<file path="config.mk">
export PLATFORM = sky130hd
export DESIGN_NAME = ks_sum_stage
export DESIGN_NICKNAME = d
export VERILOG_FILES = /design/src/rtl/ks_pkg.sv /design/src/rtl/ks_result_fifo2.sv /design/src/rtl/ks_sum_stage.sv
export SDC_FILE = /design/constraint.sdc
export NUM_CORES = 1
export LEC_CHECK = 0
export BUFFER_PORTS_ARGS = -buffer_cell sky130_fd_sc_hd__buf_2
export CORE_MARGIN = 2
export CORE_UTILIZATION = 59
export CTS_CLUSTER_SIZE = 8
export DETAILED_ROUTE_END_ITERATION = 16
export GPL_TIMING_DRIVEN = 0
export PLACE_DENSITY = 0.85
export SETUP_SLACK_MARGIN = 0.2
export SLEW_MARGIN = 20
export SYNTH_ARGS = -nofsm -noshare
export SYNTH_HDL_FRONTEND = slang
export SYNTH_SLANG_ARGS = --single-unit
</file>
<file path="constraint.sdc">
create_clock -name clk -period 10.4 [get_ports clk]
set_clock_uncertainty 0.2 [all_clocks]
set_input_delay 0.52 -clock clk [delete_from_list [all_inputs] [get_ports clk]]
set_output_delay 0.52 -clock clk [all_outputs]
set_load 0.01 [all_outputs]
</file>
<file path="src/rtl/ks_pkg.sv">
// Shared types for the Kogge-Stone adder family: result-queue state, status flags, tag width.
package ks_pkg;

  typedef enum logic [1:0] {
    EMPTY = 2'd0,
    ONE   = 2'd1,
    FULL  = 2'd2
  } ks_q_state_e;

  typedef struct packed {
    logic cout;
    logic ovf;
    logic zero;
    logic neg;
  } ks_flags_t;

  localparam int KS_TAG_W   = 4;
  localparam int KS_FLAGS_W = $bits(ks_flags_t);

endpackage

</file>
<file path="src/rtl/ks_result_fifo2.sv">
// Two-entry register queue with an occupancy FSM, wrapping 1-bit pointers and a
// registered head so the consumer never sees a combinational path from the producer.
module ks_result_fifo2
  import ks_pkg::*;
#(
  parameter int W = 8
) (
  input  logic        clk,
  input  logic        rst,
  input  logic        push,
  input  logic        pop,
  input  logic [W-1:0] din,
  output ks_q_state_e state,
  output logic [W-1:0] head
);

  logic [W-1:0] entry [2];
  logic         wr_ptr;
  logic         rd_ptr;
  logic         do_push;
  logic         do_pop;

  assign do_push = push && (state != FULL);
  assign do_pop  = pop && (state != EMPTY);

  // head mirrors entry[rd_ptr] whenever the queue is non-empty and keeps the
  // last popped value once it drains.
  always_ff @(posedge clk or posedge rst) begin
    if (rst) begin
      state    <= EMPTY;
      wr_ptr   <= 1'b0;
      rd_ptr   <= 1'b0;
      entry[0] <= '0;
      entry[1] <= '0;
      head     <= '0;
    end else begin
      if (do_push) begin
        entry[wr_ptr] <= din;
        wr_ptr        <= ~wr_ptr;
      end
      if (do_pop) begin
        rd_ptr <= ~rd_ptr;
      end
      case (state)
        EMPTY: begin
          if (do_push) begin
            state <= ONE;
            head  <= din;
          end
        end
        ONE: begin
          if (do_push && !do_pop) begin
            state <= FULL;
          end else if (do_pop && !do_push) begin
            state <= EMPTY;
          end else if (do_push && do_pop) begin
            head <= din;
          end
        end
        FULL: begin
          if (do_pop) begin
            state <= ONE;
            head  <= entry[~rd_ptr];
          end
        end
        default: state <= EMPTY;
      endcase
    end
  end

endmodule

</file>
<file path="src/rtl/ks_sum_stage.sv">
// Sum/flag stage after the Kogge-Stone carry generator: forms sum and status flags
// from carry/propagate and buffers them in a 2-entry queue.
module ks_sum_stage
  import ks_pkg::*;
#(
  parameter int N_BIT = 32
) (
  input  logic                clk,
  input  logic                rst,
  input  logic                in_valid,
  output logic                in_ready,
  input  logic [N_BIT:0]      carry,
  input  logic [N_BIT-1:0]    p,
  input  logic [KS_TAG_W-1:0] in_tag,
  output logic                out_valid,
  input  logic                out_ready,
  output logic [N_BIT-1:0]    sum,
  output logic                cout,
  output logic                ovf,
  output logic                zero,
  output logic                neg,
  output logic [KS_TAG_W-1:0] out_tag
);

  localparam int PAY_W = N_BIT + KS_FLAGS_W + KS_TAG_W;

  logic [N_BIT-1:0] sum_d;
  ks_flags_t        flags_d;
  ks_flags_t        flags_q;
  ks_q_state_e      q_state;
  logic [PAY_W-1:0] head;

  assign sum_d = p ^ carry[N_BIT-1:0];

  always_comb begin
    flags_d      = '0;
    flags_d.cout = carry[N_BIT];
    flags_d.ovf  = carry[N_BIT] ^ carry[N_BIT-1];
    flags_d.zero = (sum_d == '0);
    flags_d.neg  = sum_d[N_BIT-1];
  end

  // Handshake: a transfer happens on a rising edge where valid & ready are both 1.
  // in_ready and out_valid come from registered occupancy only, so neither side's
  // ready/valid ever depends combinationally on the other side.
  assign in_ready  = (q_state != FULL);
  assign out_valid = (q_state != EMPTY);

  ks_result_fifo2 #(
    .W(PAY_W)
  ) u_fifo (
    .clk  (clk),
    .rst  (rst),
    .push (in_valid && in_ready),
    .pop  (out_valid && out_ready),
    .din  ({sum_d, flags_d, in_tag}),
    .state(q_state),
    .head (head)
  );

  assign {sum, flags_q, out_tag} = head;
  assign cout = flags_q.cout;
  assign ovf  = flags_q.ovf;
  assign zero = flags_q.zero;
  assign neg  = flags_q.neg;

endmodule

</file>
Word-level counts from Yosys, hierarchy flattened --
Cells that the tools add are included.
Operators by class: bitwise logic cells 6, mux-type cells 17, reduce and logical (&&, ||, !) cells 16, order comparisons 3, eq/ne operators 9
Operators by type and width (count):
- 2-to-1 mux 40 bit | 9
- one-hot mux 40 bit (3 select lines) | 1
- bitwise mux 80 bit | 1
- demux 40 bit (select 1 bit) | 1
- logical NOT 32 bit | 1
- XOR 32 bit | 1
- logical AND 1 bit | 8
- 2-to-1 mux 2 bit | 4
- != test 2 x 1 -> 1 bit (second input constant) | 3
- != test 2 bit (second input constant) | 3
- one-hot mux 2 bit (3 select lines) | 1
- AND reduction 6 bit | 1
- >= comparator 2 bit (second input constant) | 2
- inverter 1 -> 2 bit | 2
- != test 3 x 1 -> 1 bit (second input constant) | 1
- AND reduction 3 bit | 1
- nonzero test 3 bit | 1
- equality test 2 x 1 -> 1 bit (second input constant) | 1
- equality test 2 bit (second input constant) | 1
- logical NOT 1 bit | 2
- logical NOT 2 bit | 1
- less-than comparator 2 x 1 -> 1 bit (second input constant) | 1
- inverter 1 bit | 2
- nonzero test 2 bit | 1
- XOR 1 bit | 1
Storage, ports and cells: input bits 73, output and inout port bits 42, word-level logic and storage cells 57, bits in registers 124

Longest topological paths before layout --
Gate-level depths: netlist of the first run.
word-level depth 8, depth in mapped cells 7, gate-level depth less buffers 6

Modules after synthesis --
A second synthesis of the first run with hierarchy kept.
Second synthesis, totals: cell total of the unflattened synthesis 418, area total of the unflattened synthesis 5594.1 um^2
By module, submodules not included:
- ks_result_fifo2 | times used 1, seq. area each 3103.0 um^2, area an instance 5195.0 um^2, cells an instance 370
- ks_sum_stage | times used 1, seq. area each 0.0 um^2, area an instance 399.1 um^2, cells an instance 48

Worst setup path after synthesis of the first run --
No wires, ideal clock.
path type input -> register, start point input carry[19], end point register u_fifo.head[5], slack 8.284 ns, setup time 0.066 ns, arrival time 1.850 ns, stages 5, buffers on the path 0, required time 10.134 ns, cells stage by stage xnor2_1 > nand4_1 > or4_1 > nor4_2 > a221o_1
On the way: cells in the longest elaborated chain, start to end 6, elaborated cells on any way between the ends 7, those cells by class mux (5); bitwise (1); reduce/logical (1)
Ends and longest elaborated chain:
- from (decl) | line ks_sum_stage.sv:12 | input logic [N_BIT:0] carry,
- XOR 32 bit (*) | line ks_sum_stage.sv:33 | assign sum_d = p ^ carry[N_BIT-1:0];
- logical NOT 32 bit (*) | line ks_sum_stage.sv:39 | flags_d.zero = (sum_d == '0);
- 2-to-1 mux 40 bit | line ks_result_fifo2.sv:56 | end else if (do_push && do_pop) begin
- 2-to-1 mux 40 bit | line ks_result_fifo2.sv:54 | end else if (do_pop && !do_push) begin
- 2-to-1 mux 40 bit | line ks_result_fifo2.sv:52 | if (do_push && !do_pop) begin
- one-hot mux 40 bit (3 select lines) (*) | line ks_result_fifo2.sv:44 | case (state)
- to (signal assigned) | line ks_result_fifo2.sv:48 | head <= din;
- to (signal assigned) | line ks_result_fifo2.sv:57 | head <= din;
- to (signal assigned) | line ks_result_fifo2.sv:63 | head <= entry[~rd_ptr];
- to (decl) | line ks_result_fifo2.sv:14 | output logic [W-1:0] head
Every way passes the cells marked *; elsewhere a longest branch is shown, timed or not. The select of a mux whose other input is x is not followed. A chain may end at the register's enable or synchronous reset.

Worst setup path after layout of the first run --
start point register u_fifo.state[0], end point output in_ready
On the way: cells in the longest elaborated chain, start to end 1
Ends and longest elaborated chain:
- from (decl) | line ks_result_fifo2.sv:13 | output ks_q_state_e state,
- from (signal assigned) | line ks_result_fifo2.sv:30 | state <= EMPTY;
- from (signal assigned) | line ks_result_fifo2.sv:47 | state <= ONE;
- from (signal assigned) | line ks_result_fifo2.sv:53 | state <= FULL;
- != test 2 bit | line ks_sum_stage.sv:46 | assign in_ready = (q_state != FULL);
- to (decl) | line ks_sum_stage.sv:11 | output logic in_ready,
Every way passes these cells.

==> metrics.txt, run 1 <==
max cap viols=0; Synth top cells by count=121 x dfrtp_1, 70 x nand2_1, 59 x a21oi_1, 42 x nor2_1, 37 x o21ai_1; crit path max fanout=10; most instantiated library cell after synthesis=dfrtp_1; leakage=3.14 nW; Logic pwr share=30.7%; Top delay family on crit path=buffers and inverters; Worst setup SP type=register; routed wire length=14.8 mm; Ys Warns=0; Setup WS pre-CTS=7740 ps; Die Ht=101 um; FP Rows=35; Synth area leaders=dfrtp_1 54%, mux2_2 5.4%, a21oi_1 5.3%; #FFs+latches synth=121; wire per inst=18.0 um; vias in the first global route=4905; Crit path required time=9680 ps; Residual DRC=0; Final setup viols=0; total track usage=29.9%; Max Freq=300 MHz; cell taking the most area after synthesis=dfrtp_1; sequential area share after synthesis=54.0%; Design Area, Final=0.00699 sq mm; fillers=615; post-route minimum period=3340 ps; Clock Latency Late Sink=530 ps; R2R Path Start=u_fifo.state[0]; RSZ-0062 raised after global routing=false; Pint=1.30 mW; WP buf/inv=4; synthesis-to-finish area growth=24.7%; DR vias=4862; clk buf depth=2; Worst EP arrival=2620 ps; Initial DRC Count=355; Async S/R FF share, synth=100%; chip width=101 um; Root Buffer=clkbuf_8; Yosys top cell area share=54.0%; hold depth=2; Flop pwr share=39.1%; clock sink count=121; fin crit share=32.1%; Final Max Tran Viols=0; Hold Path Origin=out_ready; Hold EP=u_fifo.state[1]; io pins=115; final worst slack=7060 ps; setup slack, reg-to-reg=7850 ps; syn nets=618; worst slew pin tran=798 ps; vias per inst=5.91; Post-synth EDFFs=0; GRT overflow=0; CTS tree=yes; Post-synth top flop=dfrtp_1; GP Congestion=0.834; IO Port Bufs=114; Peak supply drop=0.000147 V; status=completed; critical path, cell by cell=and2b_1 -> inv_2 -> clkbuf_1 -> buf_1 -> buf_2; area post-placement=0.00637 sq mm; starting density of the core=60.7%; sw power=0.698 mW; first-pass GRT wire length=23.3 mm; # H-tree levels=4; Setup CP Type=register to output port; die area=0.0103 sq mm; slowest CP cell=buf_1; R2R depth=7; share of post-route cells with drive strength above 1=28.6%; layout net count=753; CP endpoint kind=output port; core area=0.00924 sq mm; Post-DP HPWL=9.95 mm; worst rel slew slack=46.8%; max incr delay on CP=520 ps; RR Endpoint=u_fifo.entry[63]; HP Class=primary input to register; TritonCTS Buffers=17; Detail Route Antenna Nets=0; largest net degree at the start of global routing=64; Clock transition at path regs=60 ps; switching portion of total power=35.0%; initial antenna violation count=0; Synth cell types=32; Mean Syn Cell Area=10.3 sq um; Setup TNS Final=0 ps; clock network fraction of total power=30.2%; antenna fix cells=0; Cell Area, Synth=0.00561 sq mm; Power Dens Cells=285 mW/mm^2; Post-Synthesis Cells=545; TritonRoute pass-1 iters=6; endpoints failing hold=0
[worst reg2reg max path, stage by stage (launching register included)]
cell and delay (ps):
dfrtp_1 430, and2b_1 300, inv_2 110, nand2_1 100, nor2_2 470, buf_2 370
buf_2 310, a21oi_1 120
[cell usage in the layout, fill, tap and decap left out, types with 3 or more instances in the layout]
cell type and count:
a21oi_1 59, clkinv_4 5, inv_6 4, clkbuf_16 16, mux2i_1 13, buf_1 3
nor2b_1 19, nand4_1 7, mux2_2 27, mux2_1 12, a211oi_1 18, buf_2 124
o21ai_0 31, nor2_1 42, xor2_1 6, bufinv_16 3, nand2_1 70, o21ai_1 37
xnor2_1 27, clkinvlp_4 3, clkbuf_1 21, xnor2_2 8, dfrtp_1 121
[sequential cells by signal, summed over array words and instances, names as in the netlist]
register	count
u_fifo.entry	78
u_fifo.head	39
u_fifo.state	2
u_fifo.rd_ptr	1
u_fifo.wr_ptr	1
[per-layer routing]
metal | wire length (um) | vias to the layer above | share of wire, % | GRT usage [%]
li1 | - | 2151 | - | -
met1 | 5730 | 2368 | 39 | 36.1
met2 | 7420 | 285 | 50 | 49.4
met3 | 1160 | 58 | 7.8 | 7.94
met4 | 521 | 0 | 3.5 | 16.0
met5 | 0 | - | 0 | 0
[final cells by class]
class | instances | area [sq um] | area share, %
inverter | 2 | 12.5 | 0.179
buffer | 35 | 148 | 2.11
multi-input combinational | 387 | 2420 | 34.7
sequential | 121 | 3030 | 43.3
tap | 129 | 161 | 2.31
clock buffer | 17 | 414 | 5.93
clock inverter | 15 | 194 | 2.78
timing repair buffer | 116 | 608 | 8.70
[worst max path at each step]
stage | from | to | depth (start not counted) | slack, ps
CTS | u_fifo.state[0] | in_ready | 5 | 7180
finish | u_fifo.state[0] | in_ready | 5 | 7060
global route | u_fifo.state[0] | in_ready | 5 | 7050
global placement | rst | u_fifo.head[13] | 2 | 5220
floorplan | rst | u_fifo.entry[0] | 1 | 6470
detailed placement | u_fifo.state[1] | in_ready | 5 | 7740
[power by group through the flow]
| stage | Sequential [mW] | Clock (mW) | Combinational (mW) |
|---|---|---|---|
| 6_report | 0.780 | 0.602 | 0.612 |
| 5_1_grt | 0.798 | 0.623 | 0.668 |
| 4_1_cts | 0.776 | 0.601 | 0.609 |
| 3_5_place_dp | 0.780 | 0 | 0.595 |
| 3_3_place_gp | 0.765 | 0 | 0.569 |
| 2_1_floorplan | 0.779 | 0 | 0.386 |
[cells by family after synthesis]
family          count (synthesis)  synth area share (%)
mux                            52                  10.2
simple gates                  147                  11.5
compound gates                147                  14.0
xor+xnor                       41                  7.48
buf+inv                        37                  2.77
flops                         121                  54.0
[through the flow]
step | hold slack [ps] | utilization (%) | total power, mW | cells
floorplan | 242 | - | 1.16 | 545
global placement | 255 | 68.6 | 1.33 | 788
detailed placement | 263 | 68.9 | 1.37 | 789
CTS | 16.9 | 75.6 | 1.99 | 822
global route | 40.0 | 75.6 | 2.09 | 822
finish | 30.0 | 75.6 | 1.99 | 822
[what timing repair did]
item	CTS	global route
buffers inserted	0	0
endpoints found under the hold margin	58	0
gates resized for setup	0	0
hold buffers	1	0
(Power assumes the default switching activity.)
==> run 2: changes to the inputs <==
--- a/config.mk
+++ b/config.mk
@@ -7,11 +7,11 @@
 export LEC_CHECK = 0
 export BUFFER_PORTS_ARGS = -buffer_cell sky130_fd_sc_hd__buf_2
 export CORE_MARGIN = 2
-export CORE_UTILIZATION = 59
+export CORE_UTILIZATION = 50
 export CTS_CLUSTER_SIZE = 8
 export DETAILED_ROUTE_END_ITERATION = 16
 export GPL_TIMING_DRIVEN = 0
-export PLACE_DENSITY = 0.85
+export PLACE_DENSITY = 0.77
 export SETUP_SLACK_MARGIN = 0.2
 export SLEW_MARGIN = 20
 export SYNTH_ARGS = -nofsm -noshare
==> constraint.sdc (replaced) <==
create_clock -name clk -period 2.7 [get_ports clk]
set_clock_uncertainty 0.2 [all_clocks]
set_input_delay 0.135 -clock clk [delete_from_list [all_inputs] [get_ports clk]]
set_output_delay 0.135 -clock clk [all_outputs]
set_load 0.01 [all_outputs]
==> run 2 against run 1 <==
  * Via count grew 6.7%
  * Global-route usage decreased by 0.93 points
  * Clock power grew to 3.9 times the previous value
  * Final cell count grew 12%
  * Clock-buffer cell count is 2 higher
  * Core utilization shrank 3.2 points
  * Register-to-register slack worse by 7600 ps
  * Critical path depth did not move
  * Combinational power grew to 4.1 times the previous value
  * Sequential share of layout area is 5.0 points lower
  * Cell area rose by 13%
  * Critical path type unchanged
  * Critical endpoint unchanged
  * Largest cell class unchanged
  * Highest routed layer unchanged
==> metrics.txt, run 2 (same netlist as run 1, synthesis figures left out) <==
post-route minimum period=2440 ps; Flop pwr share=38.2% (-0.9 points); commonest non-fill, non-tap cell in the layout=buf_2; endpoints failing hold=0 (unchanged); Die Ht=110 um (+8.3%); met2 wire length=8.84 mm (+19%); Placed Cells=802 (+1.6%); switching portion of total power=34.4% (-0.60 points); share of post-route cells with drive strength above 1=26.3% (-2.3 points); Final setup viols=0 (unchanged); die area=0.0121 sq mm (+17%); total track usage=29.0% (-0.93 points); most frequent cells in the layout=124 x buf_2, 121 x dfrtp_1, 85 x dlygate4sd3_1; Reg with most FFs=u_fifo.entry; vias per inst=5.64 (-4.6%); utilization after layout=72.5% (-3.2 points); Initial DRC Count=333 (-6.2%); M1 wire length=6.38 mm (+11%); fillers=714 (+16%); first-pass GRT wire length=26.3 mm (+13%); Clock Latency Late Sink=520 ps (about the same); CP endpoint kind=output port; vias in the first global route=5434 (+11%); Peak supply drop=0.000580 V (+290%); Pint=5.15 mW (+300%); synthesis-to-finish area growth=40.8%; wire per inst=18.2 um (+0.68%); clock network fraction of total power=29.6% (-0.6 points); Design Area, Final=0.00789 sq mm (+13%); Non-Filler Instances=919 (+12%); initial antenna violation count=0 (unchanged); status=completed; Detail Route Antenna Nets=0 (unchanged); worst rel slew slack=54.6% (+7.8 points); DR vias=5186 (+6.7%); RSZ-0062 raised after global routing=false; routed wire length=16.7 mm (+13%); CTS tree=yes; max cap viols=0 (unchanged); GRT overflow=0 (unchanged); leakage=3.52 nW (+12%); Crit path required time=2370 ps (-7310 ps); FP Rows=38 (+8.6%); TritonRoute pass-1 iters=5 (-1); layout net count=839 (+11%); Residual DRC=0 (unchanged); Setup TNS Final=0 ps (unchanged); Max Freq=410 MHz; Logic pwr share=32.2% (+1.5 points); Power Dens Cells=995 mW/mm^2 (+250%); routed wl met3=1.01 mm (-13%); chip width=110 um (+8.3%); Largest register FFs=78 (unchanged); TritonCTS Buffers=17 (unchanged); Top Registers=u_fifo.entry x78, u_fifo.head x39, u_fifo.state x2; top layer in use=met4; GP Congestion=0.836 (+0.24%); Final Max Tran Viols=0 (unchanged); clk buf depth=2 (unchanged); fin crit share=90.3%; io pins=115 (unchanged); antenna fix cells=0 (unchanged); Worst EP arrival=2100 ps (-520 ps); crit path max fanout=10 (unchanged); Worst setup SP type=register; IO Port Bufs=114 (unchanged); Setup CP Type=register to output port; starting density of the core=51.5% (-9.2 points); Post-DP HPWL=10.2 mm (+2.3%); # H-tree levels=4 (unchanged); core area=0.0109 sq mm (+18%); clock sink count=121 (unchanged); Clock transition at path regs=60 ps (about the same); Root Buffer=clkbuf_8; largest net degree at the start of global routing=36 (-44%); worst slew pin tran=681 ps (-118 ps); area post-placement=0.00641 sq mm (+0.71%); sw power=2.70 mW (+290%); HP Class=primary input to asynchronous set/reset pin
-- run 2: changes by cell type in the layout (fill, tap and decap cells not counted), sizes merged --
cell / change
buf: +1
clkbuf: +3
clkinv: -1
clkinvlp: +1
inv: -2
dlygate4sd3: +84
-- run 2: per-layer routing --
layer  vias to the layer above  GRT usage [%]
met5                         -              0
met4                         0           11.5
met3                        45           7.11
met2                       267           51.7
met1                      2551           33.3
li1                       2323              -
-- run 2: through the flow --
stage	power [mW]	hold slack (ps)	setup slack, ps
after global routing	8.26	33.7	209
after CTS	7.79	28.6	247
after detailed placement	5.31	28.0	171
after floorplan	4.49	1.41	791
after global placement	5.17	159	173
final	7.85	36.8	263
-- run 2: cell type report --
type | count | area, sq um | share of cell area, %
sequential | 121 | 3030 | 38.4
multi-input combinational | 387 | 2430 | 30.8
timing repair buffer | 202 | 1480 | 18.8
clock buffer | 19 | 442 | 5.60
tap | 140 | 175 | 2.22
clock inverter | 13 | 166 | 2.11
buffer | 35 | 155 | 1.97
inverter | 2 | 11.3 | 0.143
-- run 2: worst paths after layout --
path / start / end / slack, ps / depth (start not counted)
max in group asynchronous: rst / u_fifo.entry[31] / 1440 / 5
worst min register to register: u_fifo.entry[18] / u_fifo.entry[18] / 270 / 2
worst max register to register: u_fifo.state[0] / u_fifo.entry[57] / 260 / 7
worst max-delay path: u_fifo.state[0] / in_ready / 260 / 5
min in group clk: carry[13] / u_fifo.head[21] / 40 / 4
worst min-delay path: rst / u_fifo.entry[15] / 40 / 3
-- run 2: critical path, cell delays in order (launching register included) --
cell and delay [ps]:
dfrtp_1 420, and2b_1 280, inv_2 120, clkbuf_2 270, clkbuf_4 310, buf_2 170
-- run 2: timing repair --
action	4_1_cts	5_1_grt
hold buffers	85	0
setup buffers	0	0
gates resized for setup	3	6
endpoints found under the hold margin	199	0
endpoints found under the setup margin	31	16
-- run 2: power groups by stage --
| stage | Clock, mW | Sequential (mW) | Combinational, mW |
|---|---|---|---|
| 2_1_floorplan | 0 | 3.00 | 1.49 |
| 3_3_place_gp | 0 | 2.94 | 2.22 |
| 3_5_place_dp | 0 | 3.00 | 2.31 |
| 4_1_cts | 2.33 | 2.97 | 2.48 |
| 5_1_grt | 2.43 | 3.07 | 2.76 |
| 6_report | 2.32 | 3.00 | 2.53 |
==> run 3: changes to the inputs <==
--- a/config.mk
+++ b/config.mk
@@ -8,9 +8,11 @@
 export BUFFER_PORTS_ARGS = -buffer_cell sky130_fd_sc_hd__buf_2
 export CORE_MARGIN = 2
 export CORE_UTILIZATION = 50
+export CTS_CLUSTER_DIAMETER = 100
 export CTS_CLUSTER_SIZE = 8
 export DETAILED_ROUTE_END_ITERATION = 16
 export GPL_TIMING_DRIVEN = 0
+export MAX_ROUTING_LAYER = met4
 export PLACE_DENSITY = 0.77
 export SETUP_SLACK_MARGIN = 0.2
 export SLEW_MARGIN = 20
==> run 3 against run 2 <==
  * Maximum frequency up 0.60%
  * Die area stayed put
  * Hold slack improved by 8.4 ps
  * Global-route usage increased by 0.91 points
  * Non-clock buffer count stayed put
  * Via count barely moved
  * Register-to-register slack barely moved
  * Clock power hardly changed
  * Critical path type unchanged
  * Largest cell class unchanged
==> metrics.txt, run 3 (same netlist as run 1, synthesis figures left out) <==
Crit path required time=2370 ps (about the same); routed wire length=16.8 mm (+0.63%); fin crit share=89.7% (-0.54 points); wire per inst=18.3 um (+0.63%); TritonCTS Buffers=17 (unchanged); total track usage=29.9% (+0.91 points); max cap viols=0 (unchanged); clk buf depth=2 (unchanged); Clock Latency Late Sink=510 ps (about the same); first-pass GRT wire length=26.3 mm (about the same); gr busiest metal=met2; R2R depth=7 (unchanged); Setup TNS Final=0 ps (unchanged); RSZ-0062 raised after global routing=false; Non-Filler Instances=919 (unchanged); Detail Route Antenna Nets=0 (unchanged); GRT overflow=0 (unchanged); # H-tree levels=4 (unchanged); Initial DRC Count=335 (+0.60%); setup slack, reg-to-reg=280 ps (about the same); leakage=3.52 nW (unchanged); RR Endpoint=u_fifo.entry[57]; most frequent cells in the layout=124 x buf_2, 121 x dfrtp_1, 85 x dlygate4sd3_1; layout net count=839 (unchanged); Max Freq=413 MHz (+0.60%); CTS tree=yes; largest net degree at the start of global routing=36 (unchanged); Reg with most FFs=u_fifo.entry; CP endpoint kind=output port; Worst setup SP type=register; GP Congestion=0.849 (+1.5%); io pins=115 (unchanged); antenna fix cells=0 (unchanged); die area=0.0121 sq mm (unchanged); Root Buffer=clkbuf_8; Worst EP arrival=2090 ps (about the same); Peak supply drop=0.000579 V (-0.17%); Power Dens Cells=996 mW/mm^2 (about the same); Die Ht=110 um (unchanged); R2R Path Start=u_fifo.state[0]; critical path, cell by cell=and2b_1 -> inv_2 -> clkbuf_2 -> clkbuf_4 -> buf_2; IO Port Bufs=114 (unchanged); endpoints failing hold=0 (unchanged); vias in the first global route=5435 (+0.018%); Top Registers=u_fifo.entry x78, u_fifo.head x39, u_fifo.state x2; Placed Cells=802 (unchanged); FP Rows=38 (unchanged); status=completed; starting density of the core=51.5% (unchanged); worst rel slew slack=54.1% (-0.50 points); setup bufs post-CTS=0 (unchanged); Final Max Tran Viols=0 (unchanged); Post-DP HPWL=10.2 mm (unchanged); DR vias=5188 (+0.039%); Worst setup startpoint=u_fifo.state[0]; crit path max fanout=10 (unchanged); share of post-route cells with drive strength above 1=26.3% (unchanged); grt met2 use=51.8% (+0.088 points); vias per inst=5.65 (about the same); Final setup viols=0 (unchanged); Clock transition at path regs=60 ps (about the same); worst slew pin tran=688 ps (+7.43 ps); slowest CP cell=dfrtp_1; synthesis-to-finish area growth=40.8% (unchanged); TritonRoute pass-1 iters=7 (+2); Residual DRC=0 (unchanged); Largest register FFs=78 (unchanged); max incr delay on CP=420 ps (about the same); initial antenna violation count=0 (unchanged); chip width=110 um (unchanged); Setup CP Type=register to output port; post-route minimum period=2420 ps (-14.6 ps); HP Class=primary input to asynchronous set/reset pin; M3 GR Usage=6.88% (-0.24 points); core area=0.0109 sq mm (unchanged); met1 Track Usage GR=33.4% (+0.16 points); clock sink count=121 (unchanged); commonest non-fill, non-tap cell in the layout=buf_2
[run 3: cell counts in the layout (fill, tap and decap cells not counted)]
No cell type changed its count.
[run 3: cell type report]
class | instances | area [sq um]
Sequential cell | 121 | 3030
Fill cell | 714 | 3000
Multi-Input combinational cell | 387 | 2430
Timing Repair Buffer | 202 | 1480
Clock buffer | 19 | 442
Tap cell | 140 | 175
Clock inverter | 13 | 166
Buffer | 35 | 155
Inverter | 2 | 11.3
[run 3: worst max-delay path by stage]
stage	cells past startpoint	end	slack (ps)
after floorplan	6	u_fifo.entry[40]	790
after global placement	2	u_fifo.head[34]	170
after detailed placement	7	u_fifo.entry[63]	170
after CTS	5	u_fifo.entry[3]	250
after global routing	5	in_ready	210
final	5	in_ready	280
[run 3: routing by layer]
metal  up-vias  wire (um)
met5         -          0
met4         0        442
met3        44       1100
met2       256       8890
met1      2571       6370
li1       2317          -
[run 3: stage by stage]
stage               setup WS [ps]  area [sq um]  power [mW]  utilization [%]  hold slack, ps
floorplan                     791          5610        4.49                -            1.41
global placement              173          6350        5.17             58.4             159
detailed placement            171          6410        5.31             58.9            28.0
CTS                           247          7880        7.79             72.4            28.6
global route                  210          7890        8.26             72.5            34.3
finish                        277          7890        7.86             72.5            45.2
[run 3: critical path: cells and delay by family, from the launching register on]
family	cells	cell delay, ps
simple gates	1	290
flops	1	420
buf+inv	4	860
[run 3: power breakdown]
part           internal (mW)  total (mW)  switching, mW
Sequential              2.58        3.01          0.431
Clock                   1.46        2.32          0.858
Combinational           1.11        2.53           1.42
Total                   5.15        7.86           2.71
[run 3: repair_timing]
action,4_1_cts,5_1_grt
hold buffers,85,0
endpoints found under the hold margin,199,0
setup endpoints to repair,31,16
gates cloned,0,0
gates resized for setup,3,6
